**src/rtl/mdio_regs.sv**
```systemverilog
// mdio_regs: Clause 22 management register file sitting behind the MDIO
// serial front end as a single-beat Wishbone slave.
//
// Registers: 0 BMCR, 1 BMSR, 2 PHYID1, 3 PHYID2,
//            16 false-carrier count, 17 symbol-error count.
//
// Ports:
//   clk, rst            system clock, synchronous active-high reset
//   cyc, stb, we        Wishbone cycle / strobe / write-enable
//   addr, data_write    register address and write data
//   data_read, ack, err read data (valid with ack), completion, error (always 0)
//   link_status         current PMA link state
//   false_carrier       one-clock event pulse
//   symbol_error        one-clock event pulse
//   loopback, pdown, isolate, duplex, coltest   BMCR control bits
//   phy_reset           high while a software reset is in progress
//
// Handshake: a request is cyc && stb && !ack. It is accepted on that clock
// and ack is high for exactly one cycle on the following clock, with
// data_read registered alongside it. A master holding stb sees an ack every
// other clock; ack is never high on two consecutive clocks.

module mdio_regs #(
    parameter logic [21:0] OUI          = 22'h000000,
    parameter logic [5:0]  MODEL        = 6'h00,
    parameter logic [3:0]  REVISION     = 4'h0,
    parameter int          RESET_CYCLES = 16
) (
    input  logic        clk,
    input  logic        rst,
    input  logic        cyc,
    input  logic        stb,
    input  logic        we,
    input  logic [4:0]  addr,
    input  logic [15:0] data_write,
    output logic [15:0] data_read,
    output logic        ack,
    output logic        err,
    input  logic        link_status,
    input  logic        false_carrier,
    input  logic        symbol_error,
    output logic        loopback,
    output logic        pdown,
    output logic        isolate,
    output logic        duplex,
    output logic        coltest,
    output logic        phy_reset
);

    localparam int CW = (RESET_CYCLES > 1) ? $clog2(RESET_CYCLES) : 1;
    localparam logic [CW-1:0] RC_LOAD = CW'(RESET_CYCLES - 1);

    typedef enum logic {
        ST_NORMAL = 1'b0,
        ST_SRESET = 1'b1
    } state_t;

    state_t        r_state;
    logic [CW-1:0] r_rst_cnt;
    logic          r_ack;
    logic [15:0]   r_data_read;
    logic          r_phy_reset;
    logic          r_loopback, r_pdown, r_isolate, r_duplex, r_coltest;
    logic          r_link_latch;
    logic [15:0]   r_fc_cnt, r_se_cnt;

    logic          w_req, w_rd, w_wr;
    logic          w_sreset_go, w_hold;
    logic          w_rd_bmsr, w_rd_fc, w_rd_se;
    logic [15:0]   w_rdata;

    assign w_req = cyc && stb && !r_ack;
    assign w_rd  = w_req && !we;
    assign w_wr  = w_req && we;

    assign w_sreset_go = w_wr && (addr == 5'd0) && data_write[15] && (r_state == ST_NORMAL);
    // Counters and link latch are forced to their reset values on the entry
    // clock and for as long as the software reset lasts.
    assign w_hold = w_sreset_go || (r_state == ST_SRESET);

    assign w_rd_bmsr = w_rd && (addr == 5'd1);
    assign w_rd_fc   = w_rd && (addr == 5'd16);
    assign w_rd_se   = w_rd && (addr == 5'd17);

    always_comb begin
        w_rdata = 16'h0000;
        case (addr)
            5'd0:    w_rdata = {(r_state == ST_SRESET), r_loopback, 1'b1, 1'b0,
                                r_pdown, r_isolate, 1'b0, r_duplex, r_coltest, 7'b0};
            5'd1:    w_rdata = {1'b0, 1'b1, 1'b1, 10'b0, r_link_latch, 1'b0, 1'b1};
            5'd2:    w_rdata = OUI[21:6];
            5'd3:    w_rdata = {OUI[5:0], MODEL, REVISION};
            5'd16:   w_rdata = r_fc_cnt;
            5'd17:   w_rdata = r_se_cnt;
            default: w_rdata = 16'h0000;
        endcase
    end

    always_ff @(posedge clk) begin
        if (rst) begin
            r_state      <= ST_NORMAL;
            r_rst_cnt    <= '0;
            r_ack        <= 1'b0;
            r_data_read  <= 16'h0000;
            r_phy_reset  <= 1'b0;
            r_loopback   <= 1'b0;
            r_pdown      <= 1'b0;
            r_isolate    <= 1'b0;
            r_duplex     <= 1'b0;
            r_coltest    <= 1'b0;
            r_link_latch <= 1'b1;
            r_fc_cnt     <= 16'h0000;
            r_se_cnt     <= 16'h0000;
        end else begin
            r_ack <= w_req;
            if (w_req) begin
                r_data_read <= w_rdata;
            end

            case (r_state)
                ST_NORMAL: begin
                    if (w_sreset_go) begin
                        r_state     <= ST_SRESET;
                        r_rst_cnt   <= RC_LOAD;
                        r_phy_reset <= 1'b1;
                        r_loopback  <= 1'b0;
                        r_pdown     <= 1'b0;
                        r_isolate   <= 1'b0;
                        r_duplex    <= 1'b0;
                        r_coltest   <= 1'b0;
                    end else if (w_wr && (addr == 5'd0)) begin
                        r_loopback <= data_write[14];
                        r_pdown    <= data_write[11];
                        r_isolate  <= data_write[10];
                        r_duplex   <= data_write[8];
                        r_coltest  <= data_write[7];
                    end
                end
                ST_SRESET: begin
                    // Entry loads RESET_CYCLES-1, so phy_reset spans
                    // exactly RESET_CYCLES clocks.
                    if (r_rst_cnt == '0) begin
                        r_state     <= ST_NORMAL;
                        r_phy_reset <= 1'b0;
                    end else begin
                        r_rst_cnt <= r_rst_cnt - 1'b1;
                    end
                end
                default: begin
                    r_state     <= ST_NORMAL;
                    r_phy_reset <= 1'b0;
                end
            endcase

            if (w_hold) begin
                r_link_latch <= 1'b1;
                r_fc_cnt     <= 16'h0000;
                r_se_cnt     <= 16'h0000;
            end else begin
                // Latching-low link: a drop clears it, a BMSR read reloads it.
                if (!link_status) begin
                    r_link_latch <= 1'b0;
                end else if (w_rd_bmsr) begin
                    r_link_latch <= 1'b1;
                end

                // Clear-on-read; an event on the read clock survives as 1.
                if (w_rd_fc) begin
                    r_fc_cnt <= {15'b0, false_carrier};
                end else if (false_carrier && (r_fc_cnt != 16'hFFFF)) begin
                    r_fc_cnt <= r_fc_cnt + 16'd1;
                end

                if (w_rd_se) begin
                    r_se_cnt <= {15'b0, symbol_error};
                end else if (symbol_error && (r_se_cnt != 16'hFFFF)) begin
                    r_se_cnt <= r_se_cnt + 16'd1;
                end
            end
        end
    end

    assign ack       = r_ack;
    assign data_read = r_data_read;
    assign err       = 1'b0;
    assign phy_reset = r_phy_reset;
    assign loopback  = r_loopback;
    assign pdown     = r_pdown;
    assign isolate   = r_isolate;
    assign duplex    = r_duplex;
    assign coltest   = r_coltest;

endmodule

```
**config.mk**
```make
export PLATFORM = sky130hd
export DESIGN_NAME = mdio_regs
export DESIGN_NICKNAME = d
export VERILOG_FILES = /design/src/rtl/mdio_regs.sv
export SDC_FILE = /design/constraint.sdc
export NUM_CORES = 1
export LEC_CHECK = 0
export CAP_MARGIN = 20
export CORE_MARGIN = 10
export CORE_UTILIZATION = 35
export DETAILED_ROUTE_END_ITERATION = 16
export PLACE_DENSITY = 0.67
export SYNTH_ARGS = -nofsm -noshare
export SYNTH_HDL_FRONTEND = slang
export SYNTH_SLANG_ARGS = --single-unit
```
**constraint.sdc**
```tcl
create_clock -name clk -period 2.3 [get_ports clk]
set_input_delay 0.575 -clock clk [delete_from_list [all_inputs] [get_ports clk]]
set_output_delay 0.575 -clock clk [all_outputs]
set_load 0.05 [all_outputs]
```
Word-level counts from Yosys, hierarchy flattened
Cells that the tools add are included.
Cells by class
  add/sub/neg operators: 3
  eq/ne operators: 9
  muxes and demuxes: 26
  bitwise operators: 1
  reductions and logical operators: 26
Operator list (count)
  case mux 16 bit (4 select lines): 1
  adder 16 x 1 -> 16 bit (second input constant): 2
  != test 16 bit (second input constant): 2
  two-way mux 1 bit: 20
  logical AND 1 bit: 12
  equality test 5 bit (second input constant): 2
  two-way mux 4 bit: 2
  case mux 4 bit (2 select lines): 1
  AND reduction 2 bit: 3
  nonzero test 2 bit: 3
  OR reduction 3 bit: 2
  equality test 5 x 1 -> 1 bit (second input constant): 1
  logical NOT 5 bit: 1
  logical NOT 4 bit: 1
  != test 2 x 1 -> 1 bit (second input constant): 2
  != test 2 bit (second input constant): 2
  case mux 1 bit (2 select lines): 2
  subtractor 4 x 1 -> 4 bit (second input constant): 1
  logical NOT 1 bit: 2
  OR reduction 2 bit: 1
  logical OR 1 bit: 1
  NOT 1 bit: 1
Word-level totals
  bits in registers: 61
  bits of input ports: 29
  output and inout bits: 24
  word-level logic and storage cells: 80

Logic depth before layout (Yosys ltp)
Gate-level depths: netlist of run 1.
  depth after elaboration: 8
  mapped depth: 8
  depth with buffers taken out: 6

Worst setup path before layout of run 1
Ideal clock, no wire load.
  path type: input to register
  start point: input port addr[4]
  end point: register r_se_cnt[10]
  arrival: 2.007 ns
  required time: 2.183 ns
  path slack: 0.176 ns
  stages: 8
  buffers on the path: 3
  cell sequence: clkbuf_1 > nor2_1 > and4_1 > clkbuf_1 > a31oi_1 > o21ai_1 > buf_2 > nor2_1
On the way
  longest elaborated chain between the ends: 6
  elaborated cells on any way between the ends: 8
  classes of those cells: eq/ne: 1; reduce/logical: 7
RTL lines
  from (decl): line 34  | input logic [4:0] addr,
  logical NOT 5 bit: line 76  | assign w_sreset_go = w_wr && (addr == 5'd0) && data_write[15] && (r_state == ST_NORMAL);
  logical AND 1 bit (3 in series): line 76
  logical OR 1 bit: line 79  | assign w_hold = w_sreset_go || (r_state == ST_SRESET);
  OR reduction 3 bit (no source line) *
  to (signal assigned): line 175  | r_se_cnt <= {15'b0, symbol_error};
  to (signal assigned): line 177  | r_se_cnt <= r_se_cnt + 16'd1;
  to (decl): line 65  | logic [15:0] r_fc_cnt, r_se_cnt;
Every way passes the cells marked *; elsewhere a longest branch is shown, timed or not.
A chain may end at the register's enable or synchronous reset.

Final worst setup path of run 1
  start point: register r_data_read[15], in the netlist data_read[15]
  end point: output port data_read[15]
RTL lines
  from (decl): line 61  | logic [15:0] r_data_read;
  from (signal assigned): line 117  | r_data_read <= w_rdata;
  to (decl): line 36  | output logic [15:0] data_read,
No word-level cell between the ends.

==> results.py, run 1 <==
metrics = {
    "global_route": {
        "grt_pass1_vias": 2745,
        "antenna_found_initial": 0,
        "overflow": 0,
        "grt_start_max_net_pins": 28,
        "grt_pass1_wl_um": 13730,
        "track_usage_pct": 12.89,
    },
    "clock_tree": {
        "hold_buffers": 0,
        "cts_buffer_depth": 2,
        "cts-resized-gates": 0,
        "cts_made_buffers": 9,
        "clk_pin_slew_ps": 70,
        "clk_latency_ps": 350,
        "htreeDepth": 3,
        "cts_sinks": 61,
        "root_buffer": "clkbuf_8",
        "cts_tree": "yes",
        "cts_setup_buffers": 0,
    },
    "power": {
        "ir_drop_v": 0.0003611,
        "internal_power_mw": 1.954,
        "p_clk_share_pct": 50.0,
        "leakage_nw": 1.411,
        "netSwitchingPower_uw": 525.7,
        "p_comb_share_pct": 6.7,
        "cellPowerDensity_nw_per_um2": 624.6,
        "pwr-share-seq_pct": 43.2,
        "swShare_pct": 21.20,
    },
    "hold_path": {
        "min-delay-path-class": "register to register",
    },
    "cells_and_area": {
        "final_common_cell": "dfxtp_1",
        "final_cell_mix": "61 x dfxtp_1, 57 x nor2_1, 41 x clkdlybuf4s50_1",
        "area_delta_synth_final_pct": 31.01,
        "drive_gt1_share_pct": 14.35,
        "antenna_cells": 0,
        "num-nets-final": 445,
        "fin_util_pct": 47.60,
        "fillers": 809,
    },
    "route": {
        "vias_per_cell": 5.342,
        "first_iter_violations": 165,
        "drt_drc_violations_left": 0,
        "wl_per_cell_um": 15.67,
        "highest_layer": "met4",
        "dr_wl_met2_um": 3859,
        "vias": 2794,
        "routed_wl_um": 8195,
        "wl_met3_um": 411,
        "dr.pass1.iters": 5,
        "met1Wirelength_um": 3803,
        "ant_nets": 0,
    },
    "setup_path": {
        "rr_endpoint": "r_se_cnt[0]",
        "critPathRequiredTime_ps": 1730,
        "reg2reg_from": "r_se_cnt[0]",
        "max_stage_delay_ps": 830,
        "r2r_slack_ps": 190,
        "arrival_ps": 1550,
        "worstSetupPathType": "register to output port",
        "cp_top_family": "buffers and inverters",
        "cpMaxStageDelayCell": "clkdlybuf4s50_1",
        "ff2ff_path_depth": 6,
        "critPathCaptureType": "output port",
        "cp-start-kind": "register",
        "crit_cells": 1,
        "crit_path_cell_trace": "clkdlybuf4s50_1",
        "setup.worst_path.start": "data_read[15]",
        "path_max_fanout": 2,
        "critPathBufInv": 1,
        "cp-endpoint": "data_read[15]",
    },
    "place": {
        "routabilityCongestion": 0.8689,
        "io_buffers": 41,
        "dp_hpwl_um": 6089,
    },
    "sta": {
        "final.min_clock_period_ps": 2123,
        "timing.fmax_ghz": 0.4710,
        "final_max_slew_viol_count": 0,
        "slew_headroom_pct": 62.66,
        "hold_viol": 0,
        "post-route-period-util_pct": 92.31,
        "worst_slew_pin_slew_ps": 555.1,
        "holdWs_ps": 475.6,
        "finalSetupViolCount": 0,
        "rsz0062_at_grt": "false",
        "fin_worst_skew_ps": 9.392,
    },
    "yosys": {
        "syn_area_um2": 3030,
        "synthDistinctLibCells": 59,
        "ys_async_sr_fraction_pct": 0,
        "syn_nets": 386,
        "yosys_warnings": 0,
        "synth_area_per_cell_um2": 8.560,
        "synth_edf_count": 0,
        "ys_seq_area_share_pct": 40.30,
        "synth_flop_cell": "dfxtp_1",
        "ys_ff_latch": 61,
        "netlist_instances": 354,
    },
    "die": {
        "start_util_pct": 36.33,
        "core_area_um2": 8341,
        "dieArea_um2": 12780,
        "die_h_um": 113.1,
        "fp.dieW_um": 113.1,
        "io_pins": 53,
        "rows": 33,
    },
    "run_status": {
        "status": "finished clean",
    },
    "job": {
        "maxCapViolCount": 0,
    },
}
-- per-layer routing --
metal	vias up	GRT usage [%]
li1	1412	-
met1	1309	15.96
met2	64	20.31
met3	9	3.487
met4	0	5.922
met5	-	0
-- worst min path at each step --
stage | depth (start not counted) | start | slack (ps) | end
floorplan | 2 | r_rst_cnt[3] | 440 | r_rst_cnt[3]
global placement | 2 | pdown | 460 | pdown
detailed placement | 2 | loopback | 460 | loopback
CTS | 2 | loopback | 480 | loopback
global route | 2 | loopback | 500 | loopback
finish | 2 | loopback | 480 | loopback
-- cell families after synthesis --
kind of cell / share of synthesized area (%)
fa+ha+maj: 1.239
flops: 40.30
xor+xnor: 6.069
simple gates: 27.62
other cells: 0.1237
mux: 6.152
compound gates: 14.91
buf+inv: 3.592
-- metrics by stage --
step | setup TNS [ps] | instance area, um^2 | power, mW | setup WS (ps) | std cells
after global placement | -87.68 | 3711 | 1.260 | -87.68 | 507
after detailed placement | -178.2 | 3711 | 1.263 | -155.7 | 507
after floorplan | 0 | 3030 | 1.178 | 175.5 | 354
after CTS | 0 | 3970 | 2.496 | 161.4 | 523
final | 0 | 3970 | 2.480 | 176.9 | 523
after global routing | 0 | 3970 | 2.555 | 35.67 | 523
-- worst register-to-register path, delay by kind of cell (launching register included) --
| family | cells | cell delay (ps) |
|---|---|---|
| simple gates | 1 | 650 |
| compound gates | 3 | 610 |
| flops | 1 | 430 |
| fa+ha+maj | 1 | 270 |
| buf+inv | 1 | 50 |
-- flip-flops by register name (all words and copies together), names as in the netlist, 4 cells and up --
signal and count:
data_read 16, r_fc_cnt 16, r_rst_cnt 4, r_se_cnt 16
-- synthesized netlist by cell type (7+ instances only) --
library cell / n / area share (%)
xnor2_1: 14 / 4.0
a22oi_1: 15 / 3.7
a21oi_1: 16 / 2.6
mux2_2: 13 / 4.8
a211oi_1: 7 / 1.7
xor2_1: 7 / 2.0
nand4_1: 14 / 2.9
nor4_1: 7 / 1.4
nand3_1: 9 / 1.5
inv_1: 8 / 0.99
nor2_1: 57 / 7.1
nand2_1: 25 / 3.1
nor3_1: 11 / 1.8
clkbuf_1: 11 / 1.4
dfxtp_1: 61 / 40
-- cell type report --
cell class	instances	area, um^2	area share (%)
clock inverter	3	90.09	2.269
multi-input combinational	268	1700	42.83
inverter	8	30.03	0.7564
tap	105	131.4	3.309
timing repair buffer	65	628.1	15.82
clock buffer	13	168.9	4.255
sequential	61	1221	30.76
-- power groups by stage --
stage	Combinational [mW]	Sequential [mW]	Clock, mW
2_1_floorplan	0.0770	1.10	0
3_3_place_gp	0.165	1.10	0
3_5_place_dp	0.167	1.10	0
4_1_cts	0.168	1.07	1.26
5_1_grt	0.182	1.07	1.30
6_report	0.167	1.07	1.24
Power figures use the tool's default switching activity.
==> run 2: changes to the inputs <==
--- a/config.mk
+++ b/config.mk
@@ -8,8 +8,9 @@
 export CAP_MARGIN = 20
 export CORE_MARGIN = 10
 export CORE_UTILIZATION = 35
+export CTS_CLUSTER_SIZE = 40
 export DETAILED_ROUTE_END_ITERATION = 16
-export PLACE_DENSITY = 0.67
+export PLACE_DENSITY = 0.61
 export SYNTH_ARGS = -nofsm -noshare
 export SYNTH_HDL_FRONTEND = slang
 export SYNTH_SLANG_ARGS = --single-unit
==> constraint.sdc (replaced) <==
create_clock -name clk -period 1.8 [get_ports clk]
set_input_delay 0.45 -clock clk [delete_from_list [all_inputs] [get_ports clk]]
set_output_delay 0.45 -clock clk [all_outputs]
set_load 0.05 [all_outputs]
==> results.py, run 2 (synthesized netlist as in run 1, its figures left out) <==
metrics = {
    "cells_and_area": {
        "fillers": 812,
        "finalInstanceArea_um2": 4388,
        "fin_util_pct": 52.61,
        "antenna_cells": 0,
        "num-nets-final": 497,
        "final_common_cell": "buf_4",
        "ff_latch_area_um2": 1231,
        "final_cell_mix": "94 x buf_4, 57 x dfxtp_1, 56 x nor2_1",
        "area_delta_synth_final_pct": 44.80,
        "stdcell_count": 575,
        "multi_input_area_um2": 1804,
        "drive_gt1_share_pct": 32.98,
    },
    "setup_path": {
        "arrival_ps": 2110,
        "critPathCaptureType": "register",
        "path_max_fanout": 2,
        "cp-start-kind": "register",
        "worstSetupPathType": "register to register",
        "ff2ff_path_depth": 6,
        "critPathRequiredTime_ps": 2070,
    },
    "power": {
        "ir_drop_v": 0.0004601,
        "leakage_nw": 1.750,
        "cellPowerDensity_nw_per_um2": 670.8,
    },
    "clock_tree": {
        "cts_sinks": 61,
        "clk_latency_ps": 340,
        "cts_tree": "yes",
        "root_buffer": "clkbuf_8",
        "hold_buffers": 0,
        "cts_made_buffers": 9,
        "htreeDepth": 3,
        "cts_buffer_depth": 2,
        "clk_pin_slew_ps": 70,
    },
    "die": {
        "rows": 33,
        "core_area_um2": 8341,
        "io_pins": 53,
        "fp.dieW_um": 113.1,
        "start_util_pct": 36.33,
        "dieArea_um2": 12780,
        "die_h_um": 113.1,
    },
    "place": {
        "place_ws_ps": -425.6,
        "dp_cells": 557,
        "routabilityCongestion": 0.8653,
        "io_buffers": 41,
        "dpl-instance-area_um2": 4061,
        "dp_hpwl_um": 6887,
    },
    "global_route": {
        "grt_pass1_vias": 3020,
        "grt_pass1_wl_um": 14500,
        "overflow": 0,
        "track_usage_pct": 13.70,
        "antenna_found_initial": 0,
        "grt_start_max_net_pins": 28,
    },
    "run_status": {
        "violations": "negative setup slack",
        "status": "finished, violations left",
    },
    "sta": {
        "fin_ws_ps": -39.96,
        "post-route-period-util_pct": 102.2,
        "timing.fmax_ghz": 0.5435,
        "final_max_slew_viol_count": 0,
        "final.min_clock_period_ps": 1840,
        "fin_worst_skew_ps": 9.768,
        "worst_slew_pin_slew_ps": 528.4,
        "slew_headroom_pct": 64.46,
        "rsz0062_at_grt": "true",
        "holdWs_ps": 480.4,
        "finalSetupViolCount": 1,
        "hold_viol": 0,
    },
    "route": {
        "dr.pass1.iters": 4,
        "wl_met3_um": 341,
        "wl_per_cell_um": 15.69,
        "met1Wirelength_um": 4177,
        "routed_wl_um": 9020,
        "first_iter_violations": 116,
        "highest_layer": "met4",
        "vias": 3018,
        "vias_per_cell": 5.249,
        "ant_nets": 0,
        "dr_wl_met2_um": 4394,
        "drt_drc_violations_left": 0,
    },
    "hold_path": {
        "holdPathStages": 2,
        "min-delay-path-class": "register to register",
    },
    "job": {
        "maxCapViolCount": 0,
    },
}
run 2: changes by cell type in the layout (fill, tap and decap cells not counted), sizes merged:
cell,before,now
dlymetal6s2s,0,5
bufinv,3,2
clkdlybuf4s50,41,13
buf,24,98
clkbuf,13,11
clkinv,0,4
run 2: worst max-delay path, stage by stage (launching register included):
cell	delay (ps)
dfxtp_4	360
ha_4	130
nand3_2	80
or4_4	480
or2_4	250
or3b_1	350
a21boi_1	120
run 2: routing by layer:
layer	global-route usage [%]	up-vias
li1	-	1507
met1	16.63	1445
met2	23.20	55
met3	3.328	11
met4	4.315	0
met5	0	-
run 2: repair_timing:
item,4_1_cts,5_1_grt
gates cloned,0,1
buffers inserted,0,1
resized for setup,4,20
endpoints found under the hold margin,0,0
endpoints found under the setup margin,18,40
pin swaps,2,4
run 2: layout make-up:
class | instances | share of cell area (%)
multi-input combinational | 268 | 41.12
sequential | 61 | 28.06
timing repair buffer | 117 | 22.47
tap | 105 | 2.994
clock buffer | 10 | 2.908
clock inverter | 6 | 1.768
inverter | 8 | 0.6843
run 2: final timing paths:
| path | to | slack (ps) | start |
|---|---|---|---|
| setup reg to reg | r_fc_cnt[0] | -40 | r_fc_cnt[1] |
| setup / recovery | r_fc_cnt[0] | -40 | r_fc_cnt[1] |
| hold reg to reg | loopback | 480 | loopback |
| hold / removal | loopback | 480 | loopback |
run 2: metrics by stage:
stage	setup TNS (ps)	power (mW)
global placement	-16470	1.640
global route	-185.9	3.039
CTS	-282.9	2.934
finish	-39.96	2.944
detailed placement	-18560	1.643
floorplan	-30.82	1.511
run 2: where the power goes:
group          switching, mW  internal (mW)  total, mW  leakage, nW
clock network          0.549          0.766       1.31        0.105
logic                  0.132          0.128      0.260         1.15
registers            0.00840           1.36       1.37        0.495
total                  0.690           2.25       2.94         1.75
